[src/rtl/dec_cnt.sv]
// Loadable countdown timer with valid/ready start-count load and a one-cycle done pulse.
// Optional periodic reload mode is built when DEC_CNT_RELOAD_EN is defined.
module dec_cnt #(
    parameter int unsigned W = 8
) (
    input  logic         clk,
    input  logic         rst,
    input  logic         load_vld_i,
    input  logic [W-1:0] load_dat_i,
    output logic         load_rdy_o,
    input  logic         tick_i,
    input  logic         abort_i,
    output logic [W-1:0] cnt_o,
    output logic         busy_o,
    output logic         done_o
);

    typedef enum logic [0:0] {StIdle, StRun} state_e;

    state_e       r_state;
    logic [W-1:0] r_cnt;
    logic         r_done;
`ifdef DEC_CNT_RELOAD_EN
    logic [W-1:0] r_reload;
`endif

    logic [W:0]   w_dec_full;
    logic [W-1:0] w_dec;
    logic         w_borrow;
    logic         w_load_acc;
    logic         w_last_tick;

    // Decrementer with its borrow kept visible for the sim-only check below.
    assign w_dec_full  = {1'b0, r_cnt} - {{W{1'b0}}, 1'b1};
    assign w_dec       = w_dec_full[W-1:0];
    assign w_borrow    = w_dec_full[W];

    assign load_rdy_o  = (r_state == StIdle) & ~rst;
    assign w_load_acc  = load_vld_i & load_rdy_o;
    assign w_last_tick = tick_i & (r_cnt == {{(W-1){1'b0}}, 1'b1});

    always_ff @(posedge clk) begin
        if (rst) begin
            r_state  <= StIdle;
            r_cnt    <= '0;
            r_done   <= 1'b0;
`ifdef DEC_CNT_RELOAD_EN
            r_reload <= '0;
`endif
        end else begin
            r_done <= 1'b0;
            case (r_state)
                StIdle: begin
                    if (w_load_acc) begin
                        if (load_dat_i != '0) begin
                            r_state  <= StRun;
                            r_cnt    <= load_dat_i;
`ifdef DEC_CNT_RELOAD_EN
                            r_reload <= load_dat_i;
`endif
                        end else begin
                            r_done <= 1'b1;
                            r_cnt  <= '0;
                        end
                    end
                end
                StRun: begin
                    // Abort takes priority over a coincident final tick.
                    if (abort_i) begin
                        r_state <= StIdle;
                        r_cnt   <= '0;
                    end else if (w_last_tick) begin
                        r_done <= 1'b1;
`ifdef DEC_CNT_RELOAD_EN
                        r_cnt  <= r_reload;
`else
                        r_state <= StIdle;
                        r_cnt   <= '0;
`endif
                    end else if (tick_i) begin
                        r_cnt <= w_dec;
                    end
                end
                default: begin
                    r_state <= StIdle;
                    r_cnt   <= '0;
                end
            endcase
        end
    end

    assign cnt_o  = r_cnt;
    assign busy_o = (r_state == StRun);
    assign done_o = r_done;

    // The count never reaches zero while running, so the decrementer never borrows.
    a_no_borrow : assert property (@(posedge clk) disable iff (rst)
        (r_state == StRun) |-> !w_borrow);

endmodule

[config.mk]
export PLATFORM = sky130hd
export DESIGN_NAME = dec_cnt
export DESIGN_NICKNAME = d
export VERILOG_FILES = /design/src/rtl/dec_cnt.sv
export SDC_FILE = /design/constraint.sdc
export NUM_CORES = 1
export LEC_CHECK = 0
export ABC_AREA = 1
export CORE_MARGIN = 4
export CORE_UTILIZATION = 43
export CTS_CLUSTER_DIAMETER = 200
export DETAILED_ROUTE_END_ITERATION = 12
export GPL_ROUTABILITY_DRIVEN = 0
export PLACE_DENSITY = 0.77
export SLEW_MARGIN = 5
export SYNTH_ARGS = -nofsm -noshare
export SYNTH_HDL_FRONTEND = slang
export SYNTH_SLANG_ARGS = --single-unit
[constraint.sdc]
create_clock -name clk -period 1.8 [get_ports clk]
set_clock_uncertainty 0.15 [all_clocks]
set_input_delay 0.36 -clock clk [delete_from_list [all_inputs] [get_ports clk]]
set_output_delay 0.36 -clock clk [all_outputs]
set_load 0.02 [all_outputs]
# Word level (Yosys, flattened, before mapping)
# Cells that the tools add are included.
# word_totals
ff_bits,10
output_inout_bits,11
elab_cells,30
# classes
add_sub_neg,1
eq_ne,3
mux,16
n_bitwise,5
n_reduce_logical,2
# ops
cell,n
$mux W8,5
$pmux W8 S2,1
$eq A8 B1 Y1 const B,1
$mux W1,8
$reduce_bool A8 Y1,1
$sub A8 B1 Y8 const B,1
$ne A4 B3 Y1 const B,1
$pmux W1 S2,2
$and A1 B1 Y1,3
$ne A2 B2 Y1 const B,1
$not A1 Y1,2
$reduce_and A2 Y1,1

# Depth between registers and ports, before layout
# Gate-level depths: netlist of run 1.
# logic_depth
word_depth,5
depth_mapped,9
ltp_nobuf,9

# Worst setup path after synthesis of run 1
# Ideal clock, no wire load.
# synth_path
path_kind,reg-to-reg
startpoint,register r_cnt[1] (netlist: cnt_o[1])
endpoint,register r_cnt[5] (netlist: cnt_o[5])
setup_ns,0.070
arrival_ns,1.310
setup_slack_ns,0.270
stages_incl_launch_ff,10
n_path_buf,0
synth_period_minus_slack_ns,1.530
cell_sequence,dfxtp_1 -> inv_1 -> ha_1 -> nand2_1 -> inv_1 -> nand2_1 -> nor2_1 -> nor2_2 -> nand3_1 -> a21oi_1
# synth_between
elab_chain_cells,5
# synth_rtl
element,line_no,rtl
"start, declared",21,logic [W-1:0] r_cnt;
"start signal, assigned",57,r_cnt <= load_dat_i;
"start signal, assigned",81,r_cnt <= w_dec;
$sub A8 B1 Y8 / $eq A8 B1 Y1 (equally long branches),"34, 40",
$mux W8 / $and A1 B1 Y1 (equally long branches),"80, 40",
$mux W8,72,end else if (w_last_tick) begin
$mux W8,69,if (abort_i) begin
$pmux W8 S2,52,case (r_state)
# Several ways; a longest one is shown, not always the timed one. The select of a mux whose other input is x is not followed.
# A chain may end at the register's enable or synchronous reset.

# Worst setup path after layout of run 1
# layout_path
startpoint,register r_cnt[1] (netlist: cnt_o[1])
endpoint,output cnt_o[1]
# layout_rtl
element,line_no,rtl
"end, declared",13,"output logic [W-1:0] cnt_o,"
# No word-level cell between the ends.

==> summary.txt, run 1 <==
Worst hold path
  – Min-Delay Path Depth: 4
  – Worst min-delay path class: reg2reg
  – Hold endpoint: cnt_o[7]
  – Critical hold path startpoint: cnt_o[7]

Floorplan
  – Die extent in x: 47.8 um
  – Placeable core region: 1510 sq um
  – FP Rows: 14
  – I/O Pins: 24
  – Die Area: 2290 sq um
  – Vert. Die Dim: 47.8 um
  – Starting Density: ~45%

Logic synthesis
  – Fraction of the mapped netlist area in adder cells: 3.67%
  – Gate count after technology mapping: 112
  – Flip-flop and latch count after synthesis: 10
  – Most used DFF post-synth: sky130_fd_sc_hd__dfxtp_1
  – Number of flops mapped to enable cells by yosys: 0
  – Synthesized-area fraction occupied by and/or/nand/nor cells: 34.3%
  – Fraction of the mapped netlist area in compound gates: a little under a fifth
  – Number of nets produced by synthesis: 127
  – Cell types with the largest area share after synthesis: sky130_fd_sc_hd__dfxtp_1, sky130_fd_sc_hd__nand2_1, sky130_fd_sc_hd__a21oi_1
  – Synth top area share: 29.4%
  – Unique masters post-synth: 17
  – Mux contribution to synthesized area: 0%
  – Ys Warns: 0
  – Leading cell types by count after synthesis: sky130_fd_sc_hd__nand2_1, sky130_fd_sc_hd__a21oi_1, sky130_fd_sc_hd__inv_1
  – Part of the Yosys area used for sequential elements: between 20 and 30%
  – Post-synth design cell area: just under 700 sq um
  – Mapped Avg Cell Area: 6.09 sq um
  – Post-synth top area cell: sky130_fd_sc_hd__dfxtp_1
  – Cell with the most instances after synthesis: sky130_fd_sc_hd__nand2_1
  – XOR/XNOR Fraction of Synth Area: 3.85%
  – Combinational family with the most area after synthesis: simple AND/OR/NAND/NOR gates
  – Async SR Flop Fraction: 0%

CTS
  – Resized Gates After CTS: 4
  – Num CTS Buffers: 3
  – Count of buffers added by post-CTS timing repair for setup: 0
  – Maximum buffer depth of the clock tree: 2
  – Level count of the clock H-tree: 1
  – TritonCTS Sinks: 10
  – CTS tree: done
  – Quantity of hold-fixing buffers added after cts: 0
  – Root Driver: sky130_fd_sc_hd__clkbuf_4
  – Clock-pin slew on the worst setup and hold paths: approximately 0.070 ns
  – Clock latency of the later-clocked register in the worst-skew pair: 0.27 ns

Worst setup path
  – Series of cell instances along the critical path: clkdlybuf4s50_1
  – Worst Path Arrival: 1.24 ns
  – Worst path slowest cell: sky130_fd_sc_hd__clkdlybuf4s50_1
  – Buffer and inverter count on the worst path: 1
  – Logic depth of the worst register-to-register path: 10
  – Required time at the endpoint of the critical path: around 1.3 ns
  – Critical Path Max Stage Delay: 0.62 ns
  – Worst Setup Path Type: reg2out
  – R2r startpoint: cnt_o[1]
  – Worst R2R End: cnt_o[6]
  – Worst-path maximum fanout: 3
  – Endpoint class of the critical path: output pin
  – Flop-to-flop setup slack: 0.29 ns
  – Critical Path Start Type: register
  – Cell family with the largest share of critical-path delay: buffers and inverters

STA
  – Final Hold Vio Count: 0
  – Slew of the pin with the lowest slew margin: 0.430 ns
  – Period utilization: 97.0%
  – Total of endpoints with negative setup slack in the final report: 0
  – Hold_ws: 0.423 ns
  – Setup tns final: 0 ns
  – Worst slew margin relative to its limit: 71.2%
  – Final Critical Period: 1.75 ns
  – Unrepaired setup endpoints after global routing: no
  – Max Fclk: 573 MHz
  – Total count of max-transition violations in the final report: 0

Final layout
  – Utilization after layout: 64.5%
  – Final net count: 157
  – Area taken by multi-input logic gates: 410 sq um
  – Antenna Cells: 0
  – Fill count: 148
  – Synth-to-layout area growth: 42.4%
  – Fraction of final layout cells sized beyond drive strength 1: approximately 7.9%
  – Sequential cell area: 200 sq um

Placed design
  – Half-perimeter wire length after placement: around 1.4 mm
  – Number of I/O port buffers: 23

Power and ir drop
  – Power share of the sequential group: 39.4%
  – Sw power: approximately 0.24 mW
  – Share of total power in the clock network: 23.6%
  – Portion of total power attributed to combinational logic: 37.0%
  – Max VDD drop: 0.000667 V
  – Leakage power of the design: 0.507 nW
  – Switching power as a share of total power: between 30% and 40%
  – Total internal power: 0.421 mW
  – Power Density: 679 nW/um^2

Global routing
  – First-pass GRT wire length: 3.04 mm
  – Largest net degree at the start of global routing: 17
  – Number of global-route vias before repair: 740
  – Global route total overflow: 0
  – All-Layer GR Usage: 19.1%
  – Initial antenna violation count: 0

Routing
  – Routed WL: 1.85 mm
  – Number of remaining DRC errors: 0
  – Number of DRC markers after the initial detailed-route iteration: 17
  – Vias after detailed routing: between 700 and 800
  – Average vias per placed instance: 5.06
  – Count of nets left with antenna violations after detail routing: 0
  – Detailed-router iteration count before antenna repair: 4
  – Post-DR wirelength/cell: 11.9 um

Flow run
  – MaxCap Viol Count: 0

Outcome
  – Result of the run: completed
## worst min-delay path, cell delays in order (launching register included)
cell and delay, ns:
sky130_fd_sc_hd__dfxtp_1 0.33, sky130_fd_sc_hd__inv_1 0.07, sky130_fd_sc_hd__nand2_1 0.05, sky130_fd_sc_hd__nand2_1 0.05, sky130_fd_sc_hd__a21oi_1 0.03
## state kept, by name, indices dropped and copies added, names as in the netlist
name	cells
done_o	1
cnt_o	8
busy_o	1
## worst max path at each step
stage	startpoint	to	slack (ns)	cells after the start
after floorplan	cnt_o[1]	cnt_o[5]	0.27	9
after global placement	rst	load_rdy_o	-0.17	3
after detailed placement	rst	load_rdy_o	-0.20	3
after CTS	cnt_o[5]	cnt_o[5]	0.01	1
after global routing	cnt_o[1]	cnt_o[1]	0.02	1
final	cnt_o[1]	cnt_o[1]	0.05	1
## metrics by stage
stage	instance area [sq um]	instances	setup slack, ns	total power [mW]
final	971	156	0.0545	0.659
after global routing	971	156	0.0159	0.708
after CTS	961	156	0.0100	0.665
after detailed placement	943	153	-0.204	0.514
after global placement	943	153	-0.173	0.506
after floorplan	682	112	0.270	0.414
## layout by cell type (no fill, tap or decap)
| cell type | netlist | layout |
|---|---|---|
| sky130_fd_sc_hd__nand2_1 | 34 | 34 |
| sky130_fd_sc_hd__a21oi_1 | 18 | 18 |
| sky130_fd_sc_hd__inv_1 | 15 | 15 |
| sky130_fd_sc_hd__clkdlybuf4s50_1 | 0 | 15 |
| sky130_fd_sc_hd__nor2_1 | 14 | 14 |
| sky130_fd_sc_hd__dfxtp_1 | 10 | 10 |
| sky130_fd_sc_hd__nand3_1 | 6 | 6 |
| sky130_fd_sc_hd__dlygate4sd2_1 | 0 | 4 |
| sky130_fd_sc_hd__dlymetal6s2s_1 | 0 | 4 |
| sky130_fd_sc_hd__xor2_1 | 3 | 3 |
| sky130_fd_sc_hd__clkbuf_4 | 0 | 3 |
| sky130_fd_sc_hd__buf_4 | 0 | 3 |
| sky130_fd_sc_hd__o21ai_0 | 2 | 2 |
| sky130_fd_sc_hd__ha_1 | 2 | 2 |
| sky130_fd_sc_hd__inv_2 | 1 | 1 |
| sky130_fd_sc_hd__nand2_2 | 1 | 1 |
| sky130_fd_sc_hd__o21ai_2 | 1 | 1 |
| sky130_fd_sc_hd__o21ai_4 | 1 | 1 |
| sky130_fd_sc_hd__nor2_2 | 1 | 1 |
| sky130_fd_sc_hd__nand4_1 | 1 | 1 |
| sky130_fd_sc_hd__nor3_1 | 1 | 1 |
## area by class of cell
type                    count  share of cell area [%]
clock buffers               3                    2.32
inverters                  16                    6.19
multi-input cells          85                    42.3
flip-flops and latches     10                    20.6
well taps                  16                    2.06
repair buffers             26                    26.5
## metal layers
metal | up-vias | wire length, um | GRT usage, %
met2 | 17 | 920 | 31.9
met3 | 4 | 91 | 5.64
li1 | 410 | - | -
met1 | 358 | 804 | 23.1
met5 | - | 0 | 0
met4 | 0 | 34 | 6.99
## power groups by stage
stage          Combinational [mW]  Sequential (mW)  Clock [mW]
2_1_floorplan               0.130            0.284           0
3_5_place_dp                0.249            0.265           0
5_1_grt                     0.271            0.262       0.175
6_report                    0.244            0.260       0.156
4_1_cts                     0.247            0.260       0.158
3_3_place_gp                0.241            0.265           0
## cell families (layout without fill, tap and decap cells)
group | count (synthesis) | after routing
fa+ha+maj | 2 | 2
flops | 10 | 10
buf+inv | 17 | 45
compound gates | 22 | 22
xor+xnor | 3 | 3
simple gates | 58 | 58
Note: power is estimated with default switching activity, not from simulation.
==> run 2: changes to the inputs <==
Settings changed: ABC_CLOCK_PERIOD_IN_PS set to 1800.
==> results of run 2 <==
Same layout as run 1: the final DEF is identical, and so are final timing and power.
